$ cat config.mk
export PLATFORM = sky130hd
export DESIGN_NAME = uart_param_core_flat
export DESIGN_NICKNAME = d
export VERILOG_FILES = /design/src/rtl/uart_param_core_if.sv /design/src/rtl/uart_param_core.sv /design/src/flat_wrapper.sv
export SDC_FILE = /design/constraint.sdc
export NUM_CORES = 1
export LEC_CHECK = 0
export ABC_CLOCK_PERIOD_IN_PS = 7630
export CORE_MARGIN = 3
export CORE_UTILIZATION = 56
export CTS_BUF_LIST = sky130_fd_sc_hd__clkbuf_8
export CTS_CLUSTER_DIAMETER = 40
export DETAILED_ROUTE_END_ITERATION = 8
export PLACE_DENSITY_LB_ADDON = 0.1
export SLEW_MARGIN = 20
export SYNTH_ARGS = -nofsm -noshare
export SYNTH_HDL_FRONTEND = slang
export SYNTH_SLANG_ARGS = --single-unit
$ cat constraint.sdc
create_clock -name clock -period 7.63 [get_ports clock]
set_input_delay 1.526 -clock clock [delete_from_list [all_inputs] [get_ports clock]]
set_output_delay 1.526 -clock clock [all_outputs]
set_load 0.01 [all_outputs]
$ cat src/rtl/uart_param_core_if.sv
// Host-side bundle of the UART core: TX valid/ready handshake and RX strobes/flags.
// The core uses the slave modport, the attached logic (fifo, bench) the master modport.
interface uart_param_core_if #(
    parameter int DATA_BITS = 8
);
    logic [DATA_BITS-1:0] tx_data;
    logic                 tx_valid;
    logic                 tx_ready;
    logic                 tx_busy;
    logic [DATA_BITS-1:0] rx_data;
    logic                 rx_valid;
    logic                 rx_parity_error;
    logic                 rx_framing_error;
    logic                 rx_break;
    logic                 rx_idle;

    modport master (
        output tx_data, tx_valid,
        input  tx_ready, tx_busy, rx_data, rx_valid, rx_parity_error,
               rx_framing_error, rx_break, rx_idle
    );

    modport slave (
        input  tx_data, tx_valid,
        output tx_ready, tx_busy, rx_data, rx_valid, rx_parity_error,
               rx_framing_error, rx_break, rx_idle
    );
endinterface

$ cat src/rtl/uart_param_core.sv
// Parametrised UART: configurable width/parity/stop, oversampled majority-vote receiver
// with parity/framing/break detection and an idle-gap strobe.
module uart_param_core #(
    parameter int CLOCK_FREQUENCY = 27000000,
    parameter int BAUD_RATE       = 115200,
    parameter int DATA_BITS       = 8,
    parameter int PARITY          = 0,
    parameter int STOP_BITS       = 1,
    parameter int OVERSAMPLE      = 8,
    parameter int IDLE_GAP_FRAMES = 1
) (
    input  logic                  clock,
    input  logic                  reset,
    uart_param_core_if.slave      bus,
    output logic                  uart_tx_pin,
    input  logic                  uart_rx_pin
);
    localparam int TICK_DIV   = (CLOCK_FREQUENCY + (BAUD_RATE * OVERSAMPLE) / 2) / (BAUD_RATE * OVERSAMPLE);
    localparam int BIT_CLKS   = TICK_DIV * OVERSAMPLE;
    localparam int FRAME_BITS = 1 + DATA_BITS + ((PARITY != 0) ? 1 : 0) + STOP_BITS;
    localparam int STOP_CLKS  = STOP_BITS * BIT_CLKS;
    localparam int IDLE_CLKS  = IDLE_GAP_FRAMES * FRAME_BITS * BIT_CLKS;

    localparam int TXC_W  = $clog2(STOP_CLKS + 1);
    localparam int TICK_W = $clog2(TICK_DIV + 1);
    localparam int SAMP_W = $clog2(OVERSAMPLE);
    localparam int BIDX_W = $clog2(DATA_BITS + 1);
    localparam int IDLE_W = $clog2(IDLE_CLKS + 1);

    localparam logic [TXC_W-1:0]  TX_BIT_LAST  = TXC_W'(BIT_CLKS - 1);
    localparam logic [TXC_W-1:0]  TX_STOP_LAST = TXC_W'(STOP_CLKS - 1);
    localparam logic [TICK_W-1:0] TICK_LAST    = TICK_W'(TICK_DIV - 1);
    localparam logic [SAMP_W-1:0] SAMP_A       = SAMP_W'(OVERSAMPLE / 2 - 1);
    localparam logic [SAMP_W-1:0] SAMP_B       = SAMP_W'(OVERSAMPLE / 2);
    localparam logic [SAMP_W-1:0] SAMP_C       = SAMP_W'(OVERSAMPLE / 2 + 1);
    localparam logic [SAMP_W-1:0] SAMP_END     = SAMP_W'(OVERSAMPLE - 1);
    localparam logic [BIDX_W-1:0] BIDX_LAST    = BIDX_W'(DATA_BITS - 1);
    localparam logic [IDLE_W-1:0] IDLE_LAST    = IDLE_W'(IDLE_CLKS - 1);

    localparam logic [2:0] TX_IDLE   = 3'd0;
    localparam logic [2:0] TX_START  = 3'd1;
    localparam logic [2:0] TX_DATA   = 3'd2;
    localparam logic [2:0] TX_PARITY = 3'd3;
    localparam logic [2:0] TX_STOP   = 3'd4;

    localparam logic [2:0] RX_IDLE      = 3'd0;
    localparam logic [2:0] RX_START     = 3'd1;
    localparam logic [2:0] RX_DATA      = 3'd2;
    localparam logic [2:0] RX_PARITY    = 3'd3;
    localparam logic [2:0] RX_STOP      = 3'd4;
    localparam logic [2:0] RX_WAIT_HIGH = 3'd5;

    // ---------------- transmitter ----------------
    logic [2:0]           tx_state_q, tx_state_d;
    logic [TXC_W-1:0]     tx_cnt_q, tx_cnt_d;
    logic [DATA_BITS-1:0] tx_shift_q, tx_shift_d;
    logic [BIDX_W-1:0]    tx_bidx_q, tx_bidx_d;
    logic                 tx_par_q, tx_par_d;
    logic                 tx_ready, tx_bit_end;

    assign tx_bit_end = (tx_cnt_q == TX_BIT_LAST);
    // Ready also in the final stop clock so back-to-back frames have no gap.
    assign tx_ready   = (tx_state_q == TX_IDLE) ||
                        ((tx_state_q == TX_STOP) && (tx_cnt_q == TX_STOP_LAST));

    // NOTE: every variable gets a default before the case, so no path infers a latch.
    always_comb begin
        tx_state_d = tx_state_q;
        tx_cnt_d   = tx_cnt_q + TXC_W'(1);
        tx_shift_d = tx_shift_q;
        tx_bidx_d  = tx_bidx_q;
        tx_par_d   = tx_par_q;
        case (tx_state_q)
            TX_IDLE: tx_cnt_d = '0;
            TX_START: begin
                if (tx_bit_end) begin
                    tx_cnt_d   = '0;
                    tx_bidx_d  = '0;
                    tx_state_d = TX_DATA;
                end
            end
            TX_DATA: begin
                if (tx_bit_end) begin
                    tx_cnt_d   = '0;
                    tx_shift_d = tx_shift_q >> 1;
                    tx_bidx_d  = tx_bidx_q + BIDX_W'(1);
                    if (tx_bidx_q == BIDX_LAST)
                        tx_state_d = (PARITY != 0) ? TX_PARITY : TX_STOP;
                end
            end
            TX_PARITY: begin
                if (tx_bit_end) begin
                    tx_cnt_d   = '0;
                    tx_state_d = TX_STOP;
                end
            end
            TX_STOP: begin
                if (tx_cnt_q == TX_STOP_LAST) begin
                    tx_cnt_d   = '0;
                    tx_state_d = TX_IDLE;
                end
            end
            default: begin
                tx_cnt_d   = '0;
                tx_state_d = TX_IDLE;
            end
        endcase
        if (tx_ready && bus.tx_valid) begin
            tx_state_d = TX_START;
            tx_cnt_d   = '0;
            tx_shift_d = bus.tx_data;
            tx_par_d   = (^bus.tx_data) ^ (PARITY == 1);
        end
    end

    // NOTE: sequential state uses <= so every flop samples pre-edge values.
    always_ff @(posedge clock or posedge reset) begin
        if (reset) begin
            tx_state_q <= TX_IDLE;
            tx_cnt_q   <= '0;
            tx_shift_q <= '0;
            tx_bidx_q  <= '0;
            tx_par_q   <= 1'b0;
        end else begin
            tx_state_q <= tx_state_d;
            tx_cnt_q   <= tx_cnt_d;
            tx_shift_q <= tx_shift_d;
            tx_bidx_q  <= tx_bidx_d;
            tx_par_q   <= tx_par_d;
        end
    end

    always_comb begin
        case (tx_state_q)
            TX_START:  uart_tx_pin = 1'b0;
            TX_DATA:   uart_tx_pin = tx_shift_q[0];
            TX_PARITY: uart_tx_pin = tx_par_q;
            default:   uart_tx_pin = 1'b1;
        endcase
    end

    assign bus.tx_ready = tx_ready;
    assign bus.tx_busy  = (tx_state_q != TX_IDLE);

    // ---------------- receiver ----------------
    logic [1:0]           rx_sync_q;
    logic [2:0]           rx_state_q, rx_state_d;
    logic [TICK_W-1:0]    rx_tick_q, rx_tick_d;
    logic [SAMP_W-1:0]    rx_samp_q, rx_samp_d;
    logic [1:0]           rx_vote_q, rx_vote_d;
    logic [BIDX_W-1:0]    rx_bidx_q, rx_bidx_d;
    logic [DATA_BITS-1:0] rx_shift_q, rx_shift_d;
    logic                 rx_par_q, rx_par_d;
    logic [DATA_BITS-1:0] rx_data_q, rx_data_d;
    logic                 rx_perr_q, rx_perr_d, rx_ferr_q, rx_ferr_d;
    logic                 rx_valid_q, rx_valid_d, rx_break_q, rx_break_d;
    logic                 rx_idle_q, rx_idle_d, idle_arm_q, idle_arm_d;
    logic [IDLE_W-1:0]    idle_cnt_q, idle_cnt_d;

    logic       rxd, rx_active, rx_tick, rx_decide, rx_bit_end, rx_maj, rx_ones;
    logic [1:0] rx_votes;

    assign rxd        = rx_sync_q[1];
    assign rx_active  = (rx_state_q != RX_IDLE) && (rx_state_q != RX_WAIT_HIGH);
    assign rx_tick    = (rx_tick_q == TICK_LAST);
    assign rx_decide  = rx_tick && (rx_samp_q == SAMP_C);
    assign rx_bit_end = rx_tick && (rx_samp_q == SAMP_END);
    assign rx_votes   = rx_vote_q + {1'b0, rxd};
    assign rx_maj     = rx_votes[1];
    assign rx_ones    = (^rx_shift_q) ^ rx_par_q;

    always_comb begin
        rx_state_d = rx_state_q;
        rx_tick_d  = rx_tick_q;
        rx_samp_d  = rx_samp_q;
        rx_vote_d  = rx_vote_q;
        rx_bidx_d  = rx_bidx_q;
        rx_shift_d = rx_shift_q;
        rx_par_d   = rx_par_q;
        rx_data_d  = rx_data_q;
        rx_perr_d  = rx_perr_q;
        rx_ferr_d  = rx_ferr_q;
        rx_valid_d = 1'b0;
        rx_break_d = 1'b0;
        rx_idle_d  = 1'b0;
        idle_cnt_d = idle_cnt_q;
        idle_arm_d = idle_arm_q;

        if (rx_active) begin
            rx_tick_d = rx_tick ? '0 : rx_tick_q + TICK_W'(1);
            if (rx_tick) begin
                rx_samp_d = rx_bit_end ? '0 : rx_samp_q + SAMP_W'(1);
                if ((rx_samp_q == SAMP_A) || (rx_samp_q == SAMP_B))
                    rx_vote_d = rx_votes;
                if (rx_bit_end)
                    rx_vote_d = '0;
            end
        end

        if ((rx_state_q == RX_IDLE) && idle_arm_q) begin
            if (idle_cnt_q == IDLE_LAST) begin
                rx_idle_d  = 1'b1;
                idle_arm_d = 1'b0;
            end else begin
                idle_cnt_d = idle_cnt_q + IDLE_W'(1);
            end
        end

        case (rx_state_q)
            RX_IDLE: begin
                if (!rxd) begin
                    rx_state_d = RX_START;
                    rx_tick_d  = '0;
                    rx_samp_d  = '0;
                    rx_vote_d  = '0;
                    idle_cnt_d = '0;
                    idle_arm_d = 1'b0;
                end
            end
            RX_START: begin
                if (rx_decide && rx_maj) begin
                    rx_state_d = RX_IDLE;
                end else if (rx_bit_end) begin
                    rx_bidx_d  = '0;
                    rx_state_d = RX_DATA;
                end
            end
            RX_DATA: begin
                if (rx_decide)
                    rx_shift_d = {rx_maj, rx_shift_q[DATA_BITS-1:1]};
                if (rx_bit_end) begin
                    rx_bidx_d = rx_bidx_q + BIDX_W'(1);
                    if (rx_bidx_q == BIDX_LAST)
                        rx_state_d = (PARITY != 0) ? RX_PARITY : RX_STOP;
                end
            end
            RX_PARITY: begin
                if (rx_decide)
                    rx_par_d = rx_maj;
                if (rx_bit_end)
                    rx_state_d = RX_STOP;
            end
            RX_STOP: begin
                // The frame ends at the first stop-bit decision so a new start can be caught mid-stop.
                if (rx_decide) begin
                    idle_cnt_d = '0;
                    idle_arm_d = 1'b1;
                    if (!rx_maj && (rx_shift_q == '0) && ((PARITY == 0) || !rx_par_q)) begin
                        rx_break_d = 1'b1;
                        rx_state_d = RX_WAIT_HIGH;
                    end else begin
                        rx_valid_d = 1'b1;
                        rx_data_d  = rx_shift_q;
                        rx_perr_d  = (PARITY == 1) ? !rx_ones : (PARITY == 2) ? rx_ones : 1'b0;
                        rx_ferr_d  = !rx_maj;
                        rx_state_d = rx_maj ? RX_IDLE : RX_WAIT_HIGH;
                    end
                end
            end
            RX_WAIT_HIGH: begin
                if (rxd)
                    rx_state_d = RX_IDLE;
            end
            default: rx_state_d = RX_IDLE;
        endcase
    end

    always_ff @(posedge clock or posedge reset) begin
        if (reset) begin
            rx_sync_q  <= 2'b11;
            rx_state_q <= RX_IDLE;
            rx_tick_q  <= '0;
            rx_samp_q  <= '0;
            rx_vote_q  <= '0;
            rx_bidx_q  <= '0;
            rx_shift_q <= '0;
            rx_par_q   <= 1'b0;
            rx_data_q  <= '0;
            rx_perr_q  <= 1'b0;
            rx_ferr_q  <= 1'b0;
            rx_valid_q <= 1'b0;
            rx_break_q <= 1'b0;
            rx_idle_q  <= 1'b0;
            idle_cnt_q <= '0;
            idle_arm_q <= 1'b0;
        end else begin
            rx_sync_q  <= {rx_sync_q[0], uart_rx_pin};
            rx_state_q <= rx_state_d;
            rx_tick_q  <= rx_tick_d;
            rx_samp_q  <= rx_samp_d;
            rx_vote_q  <= rx_vote_d;
            rx_bidx_q  <= rx_bidx_d;
            rx_shift_q <= rx_shift_d;
            rx_par_q   <= rx_par_d;
            rx_data_q  <= rx_data_d;
            rx_perr_q  <= rx_perr_d;
            rx_ferr_q  <= rx_ferr_d;
            rx_valid_q <= rx_valid_d;
            rx_break_q <= rx_break_d;
            rx_idle_q  <= rx_idle_d;
            idle_cnt_q <= idle_cnt_d;
            idle_arm_q <= idle_arm_d;
        end
    end

    assign bus.rx_data          = rx_data_q;
    assign bus.rx_valid         = rx_valid_q;
    assign bus.rx_parity_error  = rx_perr_q;
    assign bus.rx_framing_error = rx_ferr_q;
    assign bus.rx_break         = rx_break_q;
    assign bus.rx_idle          = rx_idle_q;
endmodule

$ cat src/flat_wrapper.sv
// flat-port wrapper written by rule: the top's interface ports become plain ports
module uart_param_core_flat 
#(
    parameter int CLOCK_FREQUENCY = 27000000,
    parameter int BAUD_RATE       = 115200,
    parameter int DATA_BITS       = 8,
    parameter int PARITY          = 0,
    parameter int STOP_BITS       = 1,
    parameter int OVERSAMPLE      = 8,
    parameter int IDLE_GAP_FRAMES = 1
)
  (clock, reset, uart_tx_pin, uart_rx_pin, bus_tx_data, bus_tx_valid, bus_tx_ready, bus_tx_busy, bus_rx_data, bus_rx_valid, bus_rx_parity_error, bus_rx_framing_error, bus_rx_break, bus_rx_idle);
  uart_param_core_if #(.DATA_BITS(DATA_BITS)) bus_i ();
  input  logic clock;
  input  logic reset;
  output logic uart_tx_pin;
  input  logic uart_rx_pin;
  input wire logic [$bits(bus_i.tx_data)-1:0] bus_tx_data;
  input wire logic [$bits(bus_i.tx_valid)-1:0] bus_tx_valid;
  output wire logic [$bits(bus_i.tx_ready)-1:0] bus_tx_ready;
  output wire logic [$bits(bus_i.tx_busy)-1:0] bus_tx_busy;
  output wire logic [$bits(bus_i.rx_data)-1:0] bus_rx_data;
  output wire logic [$bits(bus_i.rx_valid)-1:0] bus_rx_valid;
  output wire logic [$bits(bus_i.rx_parity_error)-1:0] bus_rx_parity_error;
  output wire logic [$bits(bus_i.rx_framing_error)-1:0] bus_rx_framing_error;
  output wire logic [$bits(bus_i.rx_break)-1:0] bus_rx_break;
  output wire logic [$bits(bus_i.rx_idle)-1:0] bus_rx_idle;
  assign bus_i.tx_data = bus_tx_data;
  assign bus_i.tx_valid = bus_tx_valid;
  assign bus_tx_ready = bus_i.tx_ready;
  assign bus_tx_busy = bus_i.tx_busy;
  assign bus_rx_data = bus_i.rx_data;
  assign bus_rx_valid = bus_i.rx_valid;
  assign bus_rx_parity_error = bus_i.rx_parity_error;
  assign bus_rx_framing_error = bus_i.rx_framing_error;
  assign bus_rx_break = bus_i.rx_break;
  assign bus_rx_idle = bus_i.rx_idle;
  uart_param_core #(.CLOCK_FREQUENCY(CLOCK_FREQUENCY), .BAUD_RATE(BAUD_RATE), .DATA_BITS(DATA_BITS), .PARITY(PARITY), .STOP_BITS(STOP_BITS), .OVERSAMPLE(OVERSAMPLE), .IDLE_GAP_FRAMES(IDLE_GAP_FRAMES)) u_core (.clock(clock), .reset(reset), .bus(bus_i), .uart_tx_pin(uart_tx_pin), .uart_rx_pin(uart_rx_pin));
endmodule
==> results of run 1 <==
-- cell type report --
class	count	area (um2)
clock buffers	10	137.6
clock inverters	6	86.33
fillers	512	2161
inverters	16	60.06
multi-input cells	259	1818
flip-flops and latches	76	1904
well taps	77	96.34
repair buffers	27	267.8
-- cells in the final DEF (no fill, tap or decap), types with 11 or more instances in the layout --
cell             instances
dfrtp_1                 74
nor2_1                  36
clkdlybuf4s50_1         26
mux2_2                  19
nand2_1                 19
xnor2_1                 17
inv_1                   15
o21ai_0                 14
a21oi_1                 13
nand3_1                 13
xor2_1                  11
nand4_1                 11
ha_1                    11
-- metal layers --
layer	vias up	track usage [%]	wire [um]
met1	1380	26.34	3528
met4	0	7.713	42
met2	61	33.87	3612
met5	-	0	0
met3	4	3.594	223
li1	1344	-	-
-- state kept, by name, indices dropped and copies added (netlist names), 3 cells and up --
signal	count
u_core.rx_tick_q	5
u_core.rx_samp_q	3
u_core.rx_shift_q	8
u_core.tx_bidx_q	4
u_core.tx_cnt_q	8
u_core.tx_shift_q	8
u_core.idle_cnt_q	12
u_core.tx_state_q	3
u_core.bus.rx_data	8
u_core.rx_bidx_q	4
u_core.rx_state_q	3
-- cells by family after synthesis --
kind of cell	Yosys count
AOI/OAI and AO/OA	59
and+or+nand+nor	137
other	1
buffers and inverters	30
muxes	22
adders and majority gates	11
xor gates and xnor gates	29
DFF	76
-- how the worst min path moves through the flow --
stage / from / end / cells after the start
after floorplan: u_core.rx_sync_q[0] / u_core.rx_sync_q[1] / 0
after global placement: u_core.rx_sync_q[0] / u_core.rx_sync_q[1] / 0
after detailed placement: u_core.rx_sync_q[0] / u_core.rx_sync_q[1] / 0
after CTS: u_core.rx_sync_q[0] / u_core.rx_sync_q[1] / 0
after global routing: u_core.rx_sync_q[0] / u_core.rx_sync_q[1] / 0
final: u_core.rx_sync_q[0] / u_core.rx_sync_q[1] / 0
-- power breakdown --
group,internal [mW],total [mW],switching [mW],leakage (nW)
combinational,0.0435,0.0796,0.0362,0.899
sequential,0.431,0.458,0.0263,1.01
clock,0.193,0.345,0.151,0.113
total,0.668,0.882,0.214,2.02
-- worst max-delay path, cell delays in order (launching register included) --
cell and delay (ns):
dfrtp_1 0.39, ha_1 0.23, nand3b_1 0.14, o21ai_0 0.32, and2_1 0.18, clkdlybuf4s50_1 0.53
-- stage by stage --
step | utilization, % | setup slack [ns]
floorplan | - | 4.169
global placement | 63.49 | 4.385
detailed placement | 63.49 | 4.329
CTS | 66.92 | 3.932
global route | 66.92 | 3.847
finish | 66.92 | 3.962
==> flow_metrics.env, run 1 <==
export IMPL_synth_seq_area_share_pct=49.29
export IMPL_slew_violations=0
export IMPL_fin_tns_setup_ns=0
export IMPL_rsz0062_at_grt="no"
export IMPL_grt_pass1_vias=2736
export IMPL_path_class="reg2out"
export IMPL_synth_compound_area_share_pct=10.69
export IMPL_root_buffer="clkbuf_8"
export IMPL_cts_hold_buffers=0
export IMPL_critPathMaxFanout=4
export IMPL_crit_end="bus_tx_ready"
export IMPL_ioPinCount=28
export IMPL_finalSetupViolCount=0
export IMPL_grt_max_degree=77
export IMPL_drt_iter0_markers=112
export IMPL_powerDensity_nw_per_um2=201.8
export IMPL_reg2reg_depth=6
export IMPL_reg2reg_from="u_core.rx_tick_q[0]"
export IMPL_tritoncts="built"
export IMPL_reg2reg_slack_ns=5.21
export IMPL_diodes=0
export IMPL_hold_viol_final=0
export IMPL_globalRouteTotalUtil_pct=20.24
export IMPL_hold_class="reg2reg"
export IMPL_htree_levels=3
export IMPL_via_count=2789
export IMPL_synthCells=365
export IMPL_synth_area_top_cells="dfrtp_1, mux2_2, xnor2_1, ha_1, nor2_1"
export IMPL_async_flop_share_pct=100.0
export IMPL_start_util_pct=59.16
export IMPL_synth_top_family_by_area="simple AND/OR/NAND/NOR gates"
export IMPL_synth_seq_cells=76
export IMPL_holdWs_ns=0.3578
export IMPL_placed_area_um2=4146
export IMPL_drive_above_1_share_pct=13.20
export IMPL_p_total_mw=0.8820
export IMPL_synth_commonest_cells="dfrtp_1, nor2_1, mux2_2, nand2_1, xnor2_1"
export IMPL_synth_simple_area_share_pct=19.59
export IMPL_min_period_over_period_pct=48.07
export IMPL_dp_cells=455
export IMPL_overflow=0
export IMPL_stdcell_count=471
export IMPL_post_synth_top_count_cell="dfrtp_1"
export IMPL_cp_startpoint="u_core.tx_cnt_q[0]"
export IMPL_clock_sinks=76
export IMPL_clk_pin_slew_ns=0.08
export IMPL_clock_skew_ns=0.008207
export IMPL_startpoint_type="flip-flop"
export IMPL_antenna_found_initial=0
export IMPL_dp_hpwl_um=4982
export IMPL_clock_fmax_mhz=272.6
export IMPL_worstSkewPairLatency_ns=0.34
export IMPL_drcViolationCount=0
export IMPL_cts_made_buffers=9
export IMPL_die_h_um=89.07
export IMPL_maxCapViolCount=0
export IMPL_vdd_ir_drop_max_uv=163.2
export IMPL_worst_slew_pin_slew_ns=1.028
export IMPL_post_cts_buffers=0
export IMPL_synth_area_mux_share_pct=6.347
export IMPL_r2r_end="u_core.rx_bidx_q[0]"
export IMPL_synthXorXnorAreaFrac_pct=6.768
export IMPL_rows=29
export IMPL_required_ns=6.10
export IMPL_portBuffers=26
export IMPL_vias_per_cell=5.921
export IMPL_synth_area_um2=3864
export IMPL_dr_pass1_iters=4
export IMPL_fin_nets=412
export IMPL_final_antenna_net_count=0
export IMPL_synth_distinct_cells=55
export IMPL_finalInstanceArea_um2=4370
export IMPL_cellLeakagePower_nw=2.018
export IMPL_gp_congestion=0.8308
export IMPL_synth_nets=388
export IMPL_synth_main_ff_cell="dfrtp_1"
export IMPL_wl_um=7407
export IMPL_synth_edf_count=0
export IMPL_die_x_um=89.07
export IMPL_critical_path_arrival_ns=2.14
export IMPL_dieArea_um2=7933
export IMPL_maxSlewHeadroom_pct=30.48
export IMPL_ys_warn_count=0
export IMPL_critPathCaptureType="primary output"
export IMPL_syn_to_final_growth_pct=13.12
export IMPL_synth_top_area_share_pct=47.93
export IMPL_finalCriticalPeriod_ns=3.668
export IMPL_status="finished, final reports clean"
export IMPL_avgRoutedWirePerCell_um=15.73
export IMPL_grt_pass1_wl_um=12500
export IMPL_yosys_area_share_adder_pct=3.562
export IMPL_cts_resized=0
export IMPL_avgSynthCellArea_um2=10.59
export IMPL_core_area_um2=6531
export IMPL_clockBufferDepth=2
export IMPL_synth_top_area_cell="dfrtp_1"
No activity file was read; power rests on OpenSTA's default activity.
==> inputs of run 2 (changes only) <==
Settings changed: ABC_CLOCK_PERIOD_IN_PS 7630 to 3200, CORE_UTILIZATION 56 to 55.
Clock period 7.63 ns to 3.2 ns, I/O delays scaled along.
==> run 2 against run 1 <==
  * Highest routed layer unchanged
  * Power up 140%
  * Combinational power increased by 140%
  * Non-clock buffer count up 1
  * Sequential share of layout area is 0.41 points lower
  * Critical path depth unchanged
  * Die area up 1.7%
  * First-iteration DRC count down 12%
==> flow_metrics.env, run 2 (synthesis results as in run 1) <==
export IMPL_status="finished, final reports clean"
export IMPL_maxSlewHeadroom_pct=40.12
export IMPL_min_period_over_period_pct=87.31
export IMPL_r2r_end="u_core.rx_bidx_q[1]"
export IMPL_cts_resized=0
export IMPL_critical_path_arrival_ns=2.15
export IMPL_grt_pass1_wl_um=12200
export IMPL_grt_max_degree=77
export IMPL_dr_pass1_iters=4
export IMPL_reg2reg_from="u_core.rx_sync_q[1]"
export IMPL_clock_sinks=76
export IMPL_vdd_ir_drop_max_uv=432.1
export IMPL_syn_to_final_growth_pct=14.18
export IMPL_largest_reg_flops=12
export IMPL_avgRoutedWirePerCell_um=14.09
export IMPL_diodes=0
export IMPL_finalSetupViolCount=0
export IMPL_clock_fmax_mhz=357.9
export IMPL_ioPinCount=28
export IMPL_cellLeakagePower_nw=2.026
export IMPL_slew_violations=0
export IMPL_wl_um=6878
export IMPL_fin_nets=413
export IMPL_rsz0062_at_grt="no"
export IMPL_antenna_found_initial=0
export IMPL_top_register="u_core.idle_cnt_q"
export IMPL_drive_above_1_share_pct=13.16
export IMPL_portBuffers=26
export IMPL_worst_slew_pin_slew_ns=0.8858
export IMPL_final_common_cell="dfrtp_1"
export IMPL_die_h_um=89.82
export IMPL_critPathCaptureType="primary output"
export IMPL_dieArea_um2=8067
export IMPL_hold_viol_final=0
export IMPL_min_delay_start="u_core.rx_sync_q[0]"
export IMPL_vias_per_cell=5.615
export IMPL_rows=29
export IMPL_hold_class="reg2reg"
export IMPL_worstSkewPairLatency_ns=0.35
export IMPL_root_buffer="clkbuf_8"
export IMPL_tritoncts="built"
export IMPL_clockBufferDepth=2
export IMPL_clk_pin_slew_ns=0.08
export IMPL_globalRouteTotalUtil_pct=18.18
export IMPL_grt_pass1_vias=2634
export IMPL_finalCriticalPeriod_ns=2.794
export IMPL_clock_skew_ns=0.007299
export IMPL_fillCellCount=545
export IMPL_fin_tns_setup_ns=0
export IMPL_whs_path_depth=0
export IMPL_path_class="reg2out"
export IMPL_final_antenna_net_count=0
export IMPL_startpoint_type="flip-flop"
export IMPL_htree_levels=3
export IMPL_maxCapViolCount=0
export IMPL_multi_input_area_um2=1818
export IMPL_required_ns=2.56
export IMPL_cts_hold_buffers=0
export IMPL_post_cts_buffers=0
export IMPL_reg2reg_slack_ns=0.94
export IMPL_powerDensity_nw_per_um2=474.3
export IMPL_layout_common_cells="dfrtp_1, nor2_1, clkdlybuf4s50_1, mux2_2, nand2_1"
export IMPL_overflow=0
export IMPL_drt_iter0_markers=99
export IMPL_ff_latch_area_um2=1904
export IMPL_hold_path_endpoint="u_core.rx_sync_q[1]"
export IMPL_holdWs_ns=0.3620
export IMPL_reg2reg_depth=5
export IMPL_drcViolationCount=0
export IMPL_core_area_um2=6568
export IMPL_start_util_pct=58.83
export IMPL_via_count=2740
export IMPL_die_x_um=89.82
export IMPL_critPathMaxFanout=4
export IMPL_cts_made_buffers=9
export IMPL_dp_hpwl_um=4792
export IMPL_gp_congestion=0.8297
[run 2: cell count changes in the layout (fill, tap and decap cells not counted)]
cell	delta
clkinvlp_4	+1
buf_12	+1
clkinv_2	-2
inv_1	+1
[run 2: per-layer routing]
metal,GRT usage [%],share of wire (%)
met1,24.71,49
met5,0,0
met4,7.663,1.7
met2,28.88,47
met3,3.255,2.7
[run 2: metrics by stage]
step	cells	power (mW)	util (%)	instance area (um2)	setup slack (ns)
final	488	2.093	67.17	4412	0.4062
after floorplan	365	1.237	-	3864	0.6250
after global placement	472	1.293	63.75	4187	0.8617
after detailed placement	472	1.302	63.75	4187	0.7974
after global routing	488	2.202	67.17	4412	0.2676
after CTS	488	2.120	67.17	4412	0.3861
[run 2: worst max-delay path, stage by stage, from the launching register on]
cell             delay (ns)
dfrtp_1                0.39
ha_1                   0.23
nand3b_1               0.15
o21ai_0                0.31
and2_1                 0.18
clkdlybuf4s50_1        0.53
[run 2: report_power, final]
part / internal, mW / total [mW] / switching [mW]
sequential: 1.03 / 1.09 / 0.0568
combinational: 0.106 / 0.193 / 0.0874
clock: 0.460 / 0.814 / 0.354
total: 1.59 / 2.09 / 0.498
[run 2: worst max-delay path by stage]
stage	from	to	cells past startpoint	slack [ns]
CTS	u_core.tx_cnt_q[0]	bus_tx_ready	5	0.39
global route	u_core.tx_cnt_q[0]	bus_tx_ready	5	0.27
global placement	u_core.tx_cnt_q[0]	bus_tx_ready	5	0.86
detailed placement	u_core.tx_cnt_q[0]	bus_tx_ready	5	0.80
finish	u_core.tx_cnt_q[0]	bus_tx_ready	5	0.41
floorplan	reset	u_core.bus.rx_break	1	0.62
[run 2: final cells by class]
cell class,instances,share of cell area (%)
inverter,16,1.361
clock inverter,6,1.985
clock buffer,10,3.120
tap,93,2.638
multi-input combinational,259,41.21
timing repair buffer,28,6.523
sequential,76,43.17
==> inputs of run 3 (changes only) <==
Settings changed: GPL_ROUTABILITY_DRIVEN from default to 0.
==> results of run 3 <==
No change in the layout: final DEF, timing and power equal those of run 2.
